[config.mk]
export PLATFORM = sky130hd
export DESIGN_NAME = keypad_emulator_flat
export DESIGN_NICKNAME = d
export VERILOG_FILES = /design/src/rtl/kpemu_pkg.sv /design/src/rtl/keypad_emulator_if.sv /design/src/rtl/kpemu_matrix.sv /design/src/rtl/keypad_emulator.sv /design/src/flat_wrapper.sv
export SDC_FILE = /design/constraint.sdc
export NUM_CORES = 1
export LEC_CHECK = 0
export BUFFER_PORTS_ARGS = -buffer_cell sky130_fd_sc_hd__clkbuf_2
export CAP_MARGIN = 20
export CORE_ASPECT_RATIO = 0.7
export CORE_MARGIN = 5
export CORE_UTILIZATION = 58
export CTS_CLUSTER_DIAMETER = 50
export DETAILED_ROUTE_END_ITERATION = 12
export GPL_ROUTABILITY_DRIVEN = 0
export PLACE_DENSITY = 0.8
export SYNTH_ARGS = -nofsm -noshare
export SYNTH_HDL_FRONTEND = slang
export SYNTH_SLANG_ARGS = --single-unit
[constraint.sdc]
create_clock -name clk -period 2.8 [get_ports clk]
set_clock_uncertainty 0.05 [all_clocks]
set_input_delay 0.14 -clock clk [delete_from_list [all_inputs] [get_ports clk]]
set_output_delay 0.14 -clock clk [all_outputs]
set_load 0.02 [all_outputs]
[src/rtl/kpemu_pkg.sv]
// -----------------------------------------------------------------------------
// kpemu_pkg
// Shared types and helpers for the 4x4 keypad emulator.
//   state_e   : FSM states (BOUNCE is only reachable when KPEMU_BOUNCE_EN is
//               defined at compile time)
//   key_pos_t : {row index, column index} of a key in the matrix
//   KEY_OPEN  : column value when no switch is closed
//   key_pos() : key code -> matrix position, same encoding as the keyboard
//               decoder (E = '#', F = '*')
// -----------------------------------------------------------------------------
package kpemu_pkg;

  typedef enum logic [1:0] {
    IDLE   = 2'd0,
    BOUNCE = 2'd1,
    PRESS  = 2'd2,
    GAP    = 2'd3
  } state_e;

  typedef struct packed {
    logic [1:0] row;
    logic [1:0] col;
  } key_pos_t;

  localparam logic [3:0] KEY_OPEN = 4'hF;

  // Physical layout:
  //   row0: 1 2 3 A
  //   row1: 4 5 6 B
  //   row2: 7 8 9 C
  //   row3: # 0 * D
  function automatic key_pos_t key_pos(input logic [3:0] key);
    key_pos_t p;
    case (key)
      4'h1: p = '{row: 2'd0, col: 2'd0};
      4'h2: p = '{row: 2'd0, col: 2'd1};
      4'h3: p = '{row: 2'd0, col: 2'd2};
      4'hA: p = '{row: 2'd0, col: 2'd3};
      4'h4: p = '{row: 2'd1, col: 2'd0};
      4'h5: p = '{row: 2'd1, col: 2'd1};
      4'h6: p = '{row: 2'd1, col: 2'd2};
      4'hB: p = '{row: 2'd1, col: 2'd3};
      4'h7: p = '{row: 2'd2, col: 2'd0};
      4'h8: p = '{row: 2'd2, col: 2'd1};
      4'h9: p = '{row: 2'd2, col: 2'd2};
      4'hC: p = '{row: 2'd2, col: 2'd3};
      4'hE: p = '{row: 2'd3, col: 2'd0};
      4'h0: p = '{row: 2'd3, col: 2'd1};
      4'hF: p = '{row: 2'd3, col: 2'd2};
      default: p = '{row: 2'd3, col: 2'd3}; // 4'hD
    endcase
    return p;
  endfunction

endpackage

[src/rtl/keypad_emulator_if.sv]
// -----------------------------------------------------------------------------
// keypad_emulator_if
// Request handshake, keypad matrix lines and status of the keypad emulator.
//   req_valid/req_ready/req_key : one key press per accepted request
//   row_n                       : active-low row drive from the scanner
//   col_n                       : active-low column answer (4'hF = open)
//   pressed/busy/done           : switch closed / not idle / gap finished pulse
// master = requester + scanner side, slave = emulator.
// -----------------------------------------------------------------------------
interface keypad_emulator_if;
  logic       req_valid;
  logic       req_ready;
  logic [3:0] req_key;
  logic [3:0] row_n;
  logic [3:0] col_n;
  logic       pressed;
  logic       busy;
  logic       done;

  modport master (
    output req_valid, req_key, row_n,
    input  req_ready, col_n, pressed, busy, done
  );

  modport slave (
    input  req_valid, req_key, row_n,
    output req_ready, col_n, pressed, busy, done
  );
endinterface

[src/rtl/kpemu_matrix.sv]
// -----------------------------------------------------------------------------
// kpemu_matrix
// Registered column driver: behaves like one closed switch in a 4x4 matrix.
// Ports:
//   clk, rst      : clock, synchronous active-high reset (opens the column)
//   pressed_i     : emulated switch is closed
//   row_idx_i     : row of the emulated key
//   col_idx_i     : column of the emulated key
//   row_n_i       : active-low row drive from the scanner
//   col_n_o       : active-low column output, registered
// -----------------------------------------------------------------------------
module kpemu_matrix
  import kpemu_pkg::*;
(
  input  logic       clk,
  input  logic       rst,
  input  logic       pressed_i,
  input  logic [1:0] row_idx_i,
  input  logic [1:0] col_idx_i,
  input  logic [3:0] row_n_i,
  output logic [3:0] col_n_o
);

  logic [3:0] col_n_q;
  logic [3:0] col_n_d;

  // Wired-AND: only the target row bit matters; other low rows are ignored.
  always_comb begin
    col_n_d = KEY_OPEN;
    if (pressed_i && !row_n_i[row_idx_i])
      col_n_d = ~(4'b0001 << col_idx_i);
  end

  // Reset opens the switch on the same edge, so a mid-press reset releases it.
  always_ff @(posedge clk) begin
    if (rst) col_n_q <= KEY_OPEN;
    else     col_n_q <= col_n_d;
  end

  assign col_n_o = col_n_q;

endmodule

[src/rtl/keypad_emulator.sv]
// -----------------------------------------------------------------------------
// keypad_emulator
// Stands in for the physical 4x4 keypad: accepts one key press per request,
// keeps the switch closed for HOLD_CYCLES, open for GAP_CYCLES, then pulses
// done. The column answer is produced by kpemu_matrix from the scanner's rows.
// Ports:
//   clk, rst : clock, synchronous active-high reset
//   bus      : keypad_emulator_if.slave (request handshake, row_n/col_n,
//              pressed/busy/done)
// Compile-time option:
//   KPEMU_BOUNCE_EN : insert BOUNCE_SEGS contact-bounce segments of
//                     BOUNCE_CYCLES each (closed on even segments) before PRESS
// -----------------------------------------------------------------------------
module keypad_emulator
  import kpemu_pkg::*;
#(
  parameter int HOLD_CYCLES   = 400000,
  parameter int GAP_CYCLES    = 400000,
  parameter int BOUNCE_CYCLES = 64,
  parameter int BOUNCE_SEGS   = 4
) (
  input  logic               clk,
  input  logic               rst,
  keypad_emulator_if.slave   bus
);

  localparam int MAX_HG = (HOLD_CYCLES > GAP_CYCLES) ? HOLD_CYCLES : GAP_CYCLES;
  localparam int MAX_C  = (MAX_HG > BOUNCE_CYCLES) ? MAX_HG : BOUNCE_CYCLES;
  localparam int CNT_W  = $clog2(MAX_C) + 1;

  localparam logic [CNT_W-1:0] HOLD_LD = CNT_W'(HOLD_CYCLES - 1);
  localparam logic [CNT_W-1:0] GAP_LD  = CNT_W'(GAP_CYCLES - 1);

  // Bounce pattern must end on an open segment before the steady press.
  if (BOUNCE_SEGS < 2 || (BOUNCE_SEGS % 2) != 0) begin : g_bad_segs
    $error("BOUNCE_SEGS must be even and at least 2");
  end

  state_e           state_q, state_d;
  logic [CNT_W-1:0] cnt_q, cnt_d;
  logic [3:0]       key_q, key_d;
  logic             ready, busy, pressed, done;
  key_pos_t         pos;

`ifdef KPEMU_BOUNCE_EN
  localparam int                SEG_W  = $clog2(BOUNCE_SEGS) + 1;
  localparam logic [CNT_W-1:0]  BNC_LD = CNT_W'(BOUNCE_CYCLES - 1);
  localparam logic [SEG_W-1:0]  SEG_LAST = SEG_W'(BOUNCE_SEGS - 1);
  logic [SEG_W-1:0] seg_q, seg_d;
`endif

  always_comb begin
    state_d = state_q;
    cnt_d   = cnt_q;
    key_d   = key_q;
    ready   = 1'b0;
    busy    = 1'b1;
    pressed = 1'b0;
    done    = 1'b0;
`ifdef KPEMU_BOUNCE_EN
    seg_d   = seg_q;
`endif
    case (state_q)
      IDLE: begin
        ready = 1'b1;
        busy  = 1'b0;
        if (bus.req_valid) begin
          key_d = bus.req_key;
`ifdef KPEMU_BOUNCE_EN
          state_d = BOUNCE;
          cnt_d   = BNC_LD;
          seg_d   = '0;
`else
          state_d = PRESS;
          cnt_d   = HOLD_LD;
`endif
        end
      end
`ifdef KPEMU_BOUNCE_EN
      BOUNCE: begin
        pressed = ~seg_q[0];
        if (cnt_q == '0) begin
          if (seg_q == SEG_LAST) begin
            state_d = PRESS;
            cnt_d   = HOLD_LD;
          end else begin
            seg_d = seg_q + 1'b1;
            cnt_d = BNC_LD;
          end
        end else begin
          cnt_d = cnt_q - 1'b1;
        end
      end
`endif
      PRESS: begin
        pressed = 1'b1;
        if (cnt_q == '0) begin
          state_d = GAP;
          cnt_d   = GAP_LD;
        end else begin
          cnt_d = cnt_q - 1'b1;
        end
      end
      GAP: begin
        if (cnt_q == '0) begin
          done    = 1'b1;
          state_d = IDLE;
        end else begin
          cnt_d = cnt_q - 1'b1;
        end
      end
      default: begin
        state_d = IDLE;
        cnt_d   = '0;
      end
    endcase
  end

  always_ff @(posedge clk) begin
    if (rst) begin
      state_q <= IDLE;
      cnt_q   <= '0;
`ifdef KPEMU_BOUNCE_EN
      seg_q   <= '0;
`endif
    end else begin
      state_q <= state_d;
      cnt_q   <= cnt_d;
`ifdef KPEMU_BOUNCE_EN
      seg_q   <= seg_d;
`endif
    end
  end

  // Captured key is only used outside IDLE, so it needs no reset.
  always_ff @(posedge clk) begin
    key_q <= key_d;
  end

  assign pos = key_pos(key_q);

  kpemu_matrix u_matrix (
    .clk       (clk),
    .rst       (rst),
    .pressed_i (pressed),
    .row_idx_i (pos.row),
    .col_idx_i (pos.col),
    .row_n_i   (bus.row_n),
    .col_n_o   (bus.col_n)
  );

  assign bus.req_ready = ready;
  assign bus.busy      = busy;
  assign bus.pressed   = pressed;
  assign bus.done      = done;

endmodule

[src/flat_wrapper.sv]
// flat-port wrapper written by rule: the top's interface ports become plain ports
module keypad_emulator_flat import kpemu_pkg::*;
#(
  parameter int HOLD_CYCLES   = 400000,
  parameter int GAP_CYCLES    = 400000,
  parameter int BOUNCE_CYCLES = 64,
  parameter int BOUNCE_SEGS   = 4
)
  (clk, rst, bus_req_valid, bus_req_key, bus_row_n, bus_req_ready, bus_col_n, bus_pressed, bus_busy, bus_done);
  keypad_emulator_if bus_i ();
  input  logic clk;
  input  logic rst;
  input wire logic [$bits(bus_i.req_valid)-1:0] bus_req_valid;
  input wire logic [$bits(bus_i.req_key)-1:0] bus_req_key;
  input wire logic [$bits(bus_i.row_n)-1:0] bus_row_n;
  output wire logic [$bits(bus_i.req_ready)-1:0] bus_req_ready;
  output wire logic [$bits(bus_i.col_n)-1:0] bus_col_n;
  output wire logic [$bits(bus_i.pressed)-1:0] bus_pressed;
  output wire logic [$bits(bus_i.busy)-1:0] bus_busy;
  output wire logic [$bits(bus_i.done)-1:0] bus_done;
  assign bus_i.req_valid = bus_req_valid;
  assign bus_i.req_key = bus_req_key;
  assign bus_i.row_n = bus_row_n;
  assign bus_req_ready = bus_i.req_ready;
  assign bus_col_n = bus_i.col_n;
  assign bus_pressed = bus_i.pressed;
  assign bus_busy = bus_i.busy;
  assign bus_done = bus_i.done;
  keypad_emulator #(.HOLD_CYCLES(HOLD_CYCLES), .GAP_CYCLES(GAP_CYCLES), .BOUNCE_CYCLES(BOUNCE_CYCLES), .BOUNCE_SEGS(BOUNCE_SEGS)) u_core (.clk(clk), .rst(rst), .bus(bus_i));
endmodule
---- Word level (Yosys, flattened, before mapping) ----
Memories as Yosys holds them, arrays and structs flattened. A register that Yosys moved wholly into a read port is not among the register bits.
Cells that the tools add are included.
storage, ports and cells
  word-level logic and storage cells ...... 40
  register bits ........................... 30
  memories kept ........................... 1
  input bits .............................. 11
  ROM bits ................................ 64
cells by class
  shifts and indexed selects .............. 1
  bitwise operators ....................... 2
  reduce and logical (&&, ||, !) cells .... 8
  mux-type cells .......................... 16
  $lt $le $gt $ge ......................... 1
  equality and inequality tests ........... 6
  add/subtract/negate cells ............... 1
memory list
  name             depth  width  rd ports  clocked after memory_dff  wr ports  line             text
  (no name shown)  16     4      1         1                         0         kpemu_pkg.sv:34  case (key)
operators with widths
  cell                                                                          number
  20-bit 2-to-1 mux                                                             3
  20-bit case mux with 3 select lines                                           1
  20-bit logical NOT                                                            1
  20-bit by 1-bit subtractor with 20-bit output, second input constant          1
  1-bit 2-to-1 mux                                                              6
  2-bit 2-to-1 mux                                                              3
  2-bit case mux with 3 select lines                                            1
  2-bit equality test, second input constant                                    2
  4-bit 2-to-1 mux                                                              1
  2-bit by 1-bit inequality test with 1-bit output, second input constant       2
  2-bit inequality test, second input constant                                  2
  4-bit inverter                                                                1
  2-bit AND reduction                                                           2
  1-bit by 2-bit left shift with 4-bit output, first input constant             1
  2-bit by 3-bit less-than comparator with 1-bit output, second input constant  1
  3-bit AND reduction                                                           1
  1-bit binary-select mux with 2-bit select                                     1
  2-bit logical NOT                                                             1
  2-bit OR reduction                                                            1
  1-bit logical AND                                                             1
  1-bit logical NOT                                                             1
  1-bit inverter                                                                1

---- Longest topological paths before layout ----
Gate-level depths: netlist (run 1).
  depth in word-level cells ............... 6
  gate-level depth with buffers ........... 7
  mapped depth without buffers ............ 7

---- Modules after synthesis ----
A second synthesis (run 1) with hierarchy kept.
unflattened totals
  cells, all modules ...................... 199
  area total of the unflattened synthesis .. 1844.3 um^2
by module, submodules not included
  module           instances  cells each  area an instance (um^2)
  keypad_emulator  1          185         1681.6
  kpemu_matrix     1          14          162.7

---- Worst setup path after synthesis (run 1) ----
OpenSTA, ideal clock, no wires.
  kind .................................... register to register
  start ................................... register u_core.cnt_q[0]
  end ..................................... register u_core.cnt_q[8]
  path buffers ............................ 0
  cell stages (with the launch flop) ...... 7
  setup slack ............................. 672 ps
  data arrival time ....................... 2008 ps
  setup time .............................. 70 ps
  cells stage by stage .................... dfxtp_1 > inv_1 > ha_1 > or3b_2 > or3_1 > or3_2 > a21oi_1
between the ends
  cells in the longest elaborated chain, start to end .. 3
ends and longest elaborated chain
  element                                                                                     line                    text
  start: declaration                                                                          keypad_emulator.sv:40   logic [CNT_W-1:0] cnt_q, cnt_d;
  start signal: assignment                                                                    keypad_emulator.sv:128  cnt_q <= cnt_d;
  20-bit by 1-bit subtractor with 20-bit output / 20-bit logical NOT (equally long branches)  --
  20-bit 2-to-1 mux (tied with other cells)                                                   keypad_emulator.sv:105  if (cnt_q == '0) begin
  20-bit case mux with 3 select lines / 2-bit AND reduction (equally long branches)           --
Several ways; a longest one is shown, not always the timed one. The select of a mux whose other input is x is not followed.
A chain may end at the register's enable or synchronous reset.

---- Worst setup path after layout (run 1) ----
Ends and elaborated chain as after synthesis.

==> results.cfg, run 1 <==
[status]
status = completed

[yosys]
ys_warn_count = 0
ys_seq_elements = 34
synth_fp_nets = 219
synth_edf_count = 4
synthCells = 206
synth.area.top_cells = dfxtp_1 (33%), edfxtp_1 (6.6%), nor4_2 (5.5%)
syn_area_um2 = 1810
synth_ff_type = dfxtp_1
synth.top_cell.area_share_pct = 33.17
ys_types = 49
post-synth-top-area-cell = dfxtp_1
synth_top_family_by_area = simple AND/OR/NAND/NOR gates
async_flop_share_pct = 0
syn_area_per_cell_um2 = 8.789
synthSimpleGateAreaFrac_pct = 33.24
synth_compound_area_share_pct = 17.00
synthAdderAreaFrac_pct = 1.382
synth.mux.area_fraction_pct = 4.630
seq_area_frac_synth_pct = 39.81
synthXorXnorAreaFrac_pct = 0.9675

[min_path]
hp-class = in -> reg

[clock_network]
clock_sinks = 34
cts_buffer_depth = 2
clkTransAtPathRegs_ns = 0.07
cts_setup_buffers = 0
htree_levels = 2
insertion_delay_ns = 0.29
hold_buffers = 3
cts_root_buf = clkbuf_8
cts_buffers = 5
tritoncts = built
cts_resized = 0

[detailed_routing]
dr.pass1.iters = 4
detail-route-antenna-nets = 0
viasPerCell = 6.048
wl_met1_mm = 1.972
drc = 0
top_layer = met4
vias = 1627
route.met3.wl_um = 255
dr.first_iter.drc_count = 101
wire_per_inst_um = 14.78
dr_wl_met2_mm = 1.674
detail_route.wirelength_mm = 3.977

[setup_path]
endpoint_kind = register
start_kind = register
critPathArrivalTime_ns = 2.48
path_max_fanout = 6
critical_path_class = reg -> reg
required_ns = 2.98

[global_routing]
grt_pass1_wl_mm = 6.934
grt_max_degree = 20
grtUsageTotal_pct = 20.03
grt_overflow = 0
grt_pass1_vias = 1491
antenna_found_initial = 0

[floorplanning]
initial_utilization_pct = 58.70
ios = 19
die_w_um = 76.78
core.rowCount = 17
dieArea_um2 = 4357
dieHeight_um = 56.75
core_um2 = 3084

[pwr]
leakagePower_nw = 0.7731
p_int_uw = 956.5
power.switching_uw = 398.6
seqPwrFrac_pct = 42.9
power.density_nw_per_um2 = 644.7
combinationalPowerShare_pct = 20.9
ir_drop_mv = 0.5269
clkPwrFrac_pct = 36.2
swShare_pct = 29.42

[sta]
slew_headroom_pct = 56.19
worst_pin_slew_ns = 0.6389
tns_ns = 0
rsz0062_at_grt = false
slew_violations = 0
finalCriticalPeriod_ns = 2.296
fmax_ghz = 0.4356
final_hold_viol_count = 0
setup_viol = 0
fin_crit_sh_pct = 81.99

[final_layout]
area_growth_pct = 16.10
drive_gt1_share_pct = 20.78
nets = 243
finish.instance_area_um2 = 2102
n_antenna_cell = 0

[place]
placed_area_um2 = 1939
port_buffers = 18
dp_hpwl_mm = 2.721

[run]
maxCapViolCount = 0
final timing paths:
kind                            depth (start not counted)  slack, ns                          to            start
worst max-delay path                                    6       0.50             u_core.cnt_q[8]  u_core.cnt_q[0]
worst max register to register                          6       0.50             u_core.cnt_q[8]  u_core.cnt_q[0]
worst min-delay path                                    1       0.03             u_core.key_q[1]   bus_req_key[1]
worst min register to register                          1       0.36  u_core.u_matrix.col_n_o[1]    u_core.pos[0]
worst max-delay path: stages, from the launching register on:
cell and delay (ns):
dfxtp_1 0.33, inv_1 0.13, ha_1 0.24, or3b_2 0.50, or3_1 0.40, or3_2 0.43
a21oi_1 0.15
layout by cell type (no fill, tap or decap), types with 5 or more instances in the layout:
cell / count
o21ai_0: 6
clkbuf_2: 18
clkbuf_8: 6
nand3_1: 5
nor2_1: 25
nand2_1: 10
nor4_1: 5
nor3_1: 17
a21oi_1: 19
dfxtp_1: 30
mux2i_1: 5
nor4_2: 8
cell families after synthesis:
| kind of cell | after synthesis |
|---|---|
| AO/OA/AOI/OAI | 48 |
| XOR/XNOR | 2 |
| adder cells (fa/ha/maj) | 2 |
| buffers and inverters | 12 |
| flip-flops | 34 |
| multiplexers | 7 |
| AND/OR/NAND/NOR | 101 |
flip-flops by register name, summed over array words and instances, names as in the netlist:
register and count:
u_core.cnt_q 20, u_core.key_q 4, u_core.pos 4, u_core.u_matrix.col_n_o 4, u_core.state_q 2
cell type report:
| cell class | instances | area [um2] |
|---|---|---|
| fill | 235 | 982.2 |
| multi-input combinational | 160 | 1036 |
| inverter | 4 | 15.01 |
| timing repair buffer | 25 | 150.1 |
| clock buffer | 8 | 132.6 |
| tap | 38 | 47.55 |
| sequential | 34 | 720.7 |
power by group through the flow:
stage	clock, mW	combinational [mW]	sequential, mW
global route	0.525	0.318	0.589
global placement	0	0.271	0.588
finish	0.490	0.283	0.582
floorplan	0	0.223	0.575
CTS	0.496	0.281	0.580
detailed placement	0	0.276	0.591
synth_stat cells (3+ instances only):
library cell	count
edfxtp_1	4
inv_1	4
nor3_1	17
dfxtp_1	30
a21oi_1	19
a211oi_1	3
nor4_2	8
nand3b_1	3
clkbuf_1	6
nand3_1	5
or3_1	4
o31ai_1	4
nand4_1	3
nand2_1	10
mux2i_1	5
nor4_1	5
or4_1	4
nand4b_1	4
nand2b_1	4
o21ai_0	6
nor2_1	25
through the flow:
| step | cells | power (mW) | utilization, % | worst slack (ns) | hold slack [ns] |
|---|---|---|---|---|---|
| CTS | 269 | 1.357 | 68.15 | 0.5311 | 0.02916 |
| global route | 269 | 1.432 | 68.15 | 0.2978 | 0.02619 |
| detailed placement | 258 | 0.8663 | 62.88 | 0.5436 | 0.2849 |
| floorplan | 206 | 0.7974 | - | 0.6725 | 0.1684 |
| global placement | 258 | 0.8592 | 62.88 | 0.6086 | 0.2884 |
| finish | 269 | 1.355 | 68.15 | 0.5042 | 0.03165 |
per-layer routing:
layer	GRT usage, %	up-vias
met3	4.968	8
met4	8.229	0
met1	28.19	745
met2	29.02	49
met5	0	-
li1	-	825
(Power assumes the default switching activity.)
==> inputs of run 2 (changes only) <==
Settings changed: CORE_UTILIZATION 58 to 52, PLACE_DENSITY 0.8 to 0.76.
Clock period 2.8 ns to 2.1 ns, I/O delays scaled along.
==> results.cfg, run 2 (synthesis gave the netlist of run 1 again) <==
[floorplanning]
dieHeight_um = 59.37
die_w_um = 80.53
dieArea_um2 = 4781
core.rowCount = 17
initial_utilization_pct = 55.63
core_um2 = 3254
ios = 19

[clock_network]
insertion_delay_ns = 0.29
htree_levels = 2
cts_buffer_depth = 2
cts_buffers = 5
clock_sinks = 34
tritoncts = built
cts_root_buf = clkbuf_8
clkTransAtPathRegs_ns = 0.08

[detailed_routing]
wire_per_inst_um = 15.04
detail_route.wirelength_mm = 4.572
detail-route-antenna-nets = 0
viasPerCell = 5.826
dr.pass1.iters = 5
vias = 1771
drc = 0
dr.first_iter.drc_count = 130

[setup_path]
cpMostUsedCell = or4_1
slowest_stage = or4_1
cpLargestDelayFamily = simple AND/OR/NAND/NOR gates
critPathArrivalTime_ns = 2.22
endpoint_kind = register
path_cells = or4_1 -> or3_4 -> or4_1 -> a21oi_1
critical_path_class = reg -> reg
path_buf_inv = 0
slowest_delay_ns = 0.56
path_max_fanout = 8
start_kind = register
required_ns = 2.28

[global_routing]
antenna_found_initial = 0
grt_overflow = 0
grt_pass1_wl_mm = 7.162
grtUsageTotal_pct = 19.48
grt_max_degree = 20
grt_pass1_vias = 1513

[place]
dp_hpwl_mm = 3.030
placedCellCount = 288
port_buffers = 18
placed_area_um2 = 2128

[pwr]
combinationalPowerShare_pct = 26.2
power.switching_uw = 576.3
p_int_mw = 1.378
leakagePower_nw = 0.9165
clkPwrFrac_pct = 34.9
power.density_nw_per_um2 = 820.8
swShare_pct = 29.49
seqPwrFrac_pct = 38.9
ir_drop_mv = 0.5277

[final_layout]
top_register = u_core.cnt_q
layout.cells.non_filler = 304
finish.instance_area_um2 = 2381
layout_common_cells = dfxtp_1 (28), buf_4 (27), nor2_1 (25)
nets = 269
mostFrequentLayoutCell = dfxtp_1
n_fill_cell = 241
largest_register_ffs = 20
drive_gt1_share_pct = 32.68
area_growth_pct = 31.51
n_antenna_cell = 0
fin_util_pct = 73.16

[sta]
fmax_ghz = 0.4898
setup_viol = 0
slew_headroom_pct = 70.18
final_hold_viol_count = 0
holdWs_ns = 0.02680
worst_pin_slew_ns = 0.4473
slew_violations = 0
tns_ns = 0
fin_crit_sh_pct = 97.21
finalCriticalPeriod_ns = 2.041

[run]
maxCapViolCount = 0

[min_path]
hp-class = in -> reg

[status]
status = completed
[run 2: cell types whose count changed in the layout (fill, tap and decap cells not counted), moves of 2 or more]
| cell | delta |
|---|---|
| nor4_1 | -2 |
| inv_1 | -2 |
| dfxtp_1 | -2 |
| or3_4 | +2 |
| inv_2 | +2 |
| buf_4 | +23 |
[run 2: final timing paths]
kind	from	end	slack, ns	cells past startpoint
min reg2reg	u_core.pos[0]	u_core.u_matrix.col_n_o[1]	0.37	1
min	bus_req_valid	u_core.state_q[1]	0.03	3
max reg2reg	u_core.cnt_q[8]	u_core.cnt_q[14]	0.06	4
max	u_core.cnt_q[8]	u_core.cnt_q[14]	0.06	4
[run 2: final cells by class]
type / instances / area [um2] / area share (%)
clock buffers: 6 / 93.84 / 3.941
clock inverters: 2 / 38.79 / 1.629
inverters: 4 / 15.01 / 0.6306
multi-input cells: 160 / 1085 / 45.56
flip-flops and latches: 34 / 725.7 / 30.48
well taps: 47 / 58.81 / 2.470
repair buffers: 51 / 364.1 / 15.29
[run 2: per-stage QoR]
stage | power [mW] | setup WS, ns
after floorplan | 1.066 | 0.02799
after global placement | 1.223 | 0.05345
after detailed placement | 1.233 | 0.001706
after CTS | 1.929 | 0.02272
after global routing | 2.043 | -0.01179
final | 1.954 | 0.05856
[run 2: power groups by stage]
stage               registers (mW)  clock network (mW)  logic (mW)
detailed placement           0.770                   0       0.463
global placement             0.768                   0       0.454
CTS                          0.758               0.693       0.479
global route                 0.767               0.717       0.559
floorplan                    0.767                   0       0.300
finish                       0.761               0.682       0.512
[run 2: worst register-to-register path, stage by stage, from the launching register on]
cell     delay (ns)
dfxtp_4        0.38
or4_1          0.56
or3_4          0.36
or4_1          0.50
a21oi_1        0.13
[run 2: per-layer routing]
metal	track usage (%)	share of wire, %
met5	0	0
met3	4.559	7.3
met1	27.00	46
met4	5.783	1.3
met2	30.31	45
[run 2: timing repair]
item / CTS / global route
buffers inserted: 1 / 3
pin swaps: 0 / 2
hold endpoints to repair: 4 / 0
hold buffers: 4 / 0
gates cloned: 0 / 0
setup endpoints to repair: 2 / 11
resized for setup: 3 / 10
==> inputs of run 3 (changes only) <==
==> constraint.sdc (replaced) <==
create_clock -name clk -period 2.1 [get_ports clk]
set_clock_uncertainty 0.05 [all_clocks]
set_input_delay 0.21 -clock clk [delete_from_list [all_inputs] [get_ports clk]]
set_output_delay 0.21 -clock clk [all_outputs]
set_load 0.02 [all_outputs]
==> results.cfg, run 3 (synthesis gave the netlist of run 1 again) <==
[setup_path]
path_cells = inv_2 -> ha_2 -> or3b_4 -> or3_4 -> or4_1 -> a21oi_2
path_buf_inv = 1
path_max_fanout = 6
required_ns = 2.28
cpLargestDelayFamily = simple AND/OR/NAND/NOR gates
critical_path_class = reg -> reg
endpoint_kind = register
reg2reg_depth = 6
critPathArrivalTime_ns = 2.23
slowest_stage = or4_1
r2r_slack_ns = 0.06
slowest_delay_ns = 0.43
reg2reg_from = u_core.cnt_q[0]
r2r-end = u_core.cnt_q[16]
start_kind = register

[min_path]
min_path_cells = 1
hp-class = in -> reg
min_from = bus_req_key[0]
min_to = u_core.key_q[0]

[final_layout]
drive_gt1_share_pct = 33.60
area_growth_pct = 27.02
largest_register_ffs = 20
fin_util_pct = 70.67
layout_common_cells = dfxtp_1 (29), buf_4 (28), nor2_1 (25)
top_register = u_core.cnt_q
finish.instance_area_um2 = 2300
n_antenna_cell = 0
nets = 265
mostFrequentLayoutCell = dfxtp_1
n_fill_cell = 269

[sta]
final_hold_viol_count = 0
setup_viol = 0
fmax_ghz = 0.4898
finalCriticalPeriod_ns = 2.042
rsz0062_at_grt = false
slew_violations = 0
holdWs_ns = 0.06231
worst_pin_slew_ns = 0.3821
slew_headroom_pct = 74.29
tns_ns = 0
fin_crit_sh_pct = 97.22

[pwr]
ir_drop_mv = 0.5695
p_int_mw = 1.209
leakagePower_nw = 0.8768
seqPwrFrac_pct = 43.0
swShare_pct = 31.56
power.switching_uw = 557.5
clkPwrFrac_pct = 28.2
finalPower_mw = 1.767
power.density_nw_per_um2 = 768.2
combinationalPowerShare_pct = 28.8

[detailed_routing]
drc = 0
viasPerCell = 5.837
wire_per_inst_um = 14.94
wl_met1_mm = 2.197
detail-route-antenna-nets = 0
dr.pass1.iters = 4
dr_wl_met2_mm = 1.937
top_layer = met4
vias = 1751
dr.first_iter.drc_count = 82
route.met3.wl_um = 298
detail_route.wirelength_mm = 4.482

[clock_network]
insertion_delay_ns = 0.29
cts_buffer_depth = 2
cts_root_buf = clkbuf_8
tritoncts = built
clock_sinks = 34
htree_levels = 2
clkTransAtPathRegs_ns = 0.07
cts_buffers = 5
hold_buffers = 0

[global_routing]
grtUsageTotal_pct = 20.36
grt_max_degree = 20
grt_pass1_vias = 1618
grt_pass1_wl_mm = 7.424
grt_overflow = 0
antenna_found_initial = 0

[floorplanning]
dieHeight_um = 59.37
dieArea_um2 = 4781
core.rowCount = 17
initial_utilization_pct = 55.63
core_um2 = 3254
die_w_um = 80.53
ios = 19

[place]
placed_area_um2 = 2143
dp_hpwl_mm = 3.256
port_buffers = 18

[run]
maxCapViolCount = 0

[status]
status = completed
## run 3: cell count changes in the layout (fill, tap and decap cells not counted), sizes merged
cell         before  now
dlygate4sd3       4    0
bufinv            1    0
clkbuf           24   25
## run 3: layer usage
metal / vias to the layer above / GRT usage [%]
li1: 874 / -
met1: 820 / 28.54
met2: 51 / 30.19
met3: 6 / 4.711
met4: 0 / 8.193
met5: - / 0
## run 3: what timing repair did
item                                   CTS  global route
pin swaps                                0             5
buffers inserted                         2             0
endpoints found under the hold margin    0             0
resized for setup                        1            11
setup endpoints to repair                3             9
## run 3: area by class of cell
class	instances	area [um2]	area share, %
Clock buffer	7	86.33	3.754
Clock inverter	1	5.005	0.2176
Multi-Input combinational cell	160	1092	47.50
Tap cell	47	58.81	2.557
Sequential cell	34	721.9	31.39
Inverter	4	15.01	0.6529
Timing Repair Buffer	47	320.3	13.93
## run 3: how the worst max path moves through the flow
stage,from,end,slack (ns),cells past startpoint
finish,u_core.cnt_q[0],u_core.cnt_q[16],0.06,6
global route,u_core.cnt_q[0],u_core.cnt_q[19],0.002,9
CTS,u_core.cnt_q[1],u_core.cnt_q[8],0.008,6
floorplan,u_core.cnt_q[1],u_core.cnt_q[8],0.03,6
detailed placement,u_core.cnt_q[0],u_core.cnt_q[16],0.005,6
global placement,u_core.cnt_q[0],u_core.cnt_q[8],0.06,6
## run 3: per-stage QoR
step	cells	worst slack [ns]
2_1_floorplan	206	0.02799
3_3_place_gp	290	0.05732
3_5_place_dp	290	0.005152
4_1_cts	300	0.008017
5_1_grt	300	0.002268
6_report	300	0.05846
## run 3: power groups by stage
stage          logic, mW  clock network [mW]  registers, mW
2_1_floorplan      0.300                   0          0.767
3_3_place_gp       0.465                   0          0.766
3_5_place_dp       0.479                   0          0.768
4_1_cts            0.489               0.508          0.754
5_1_grt            0.554               0.540          0.766
6_report           0.508               0.499          0.760
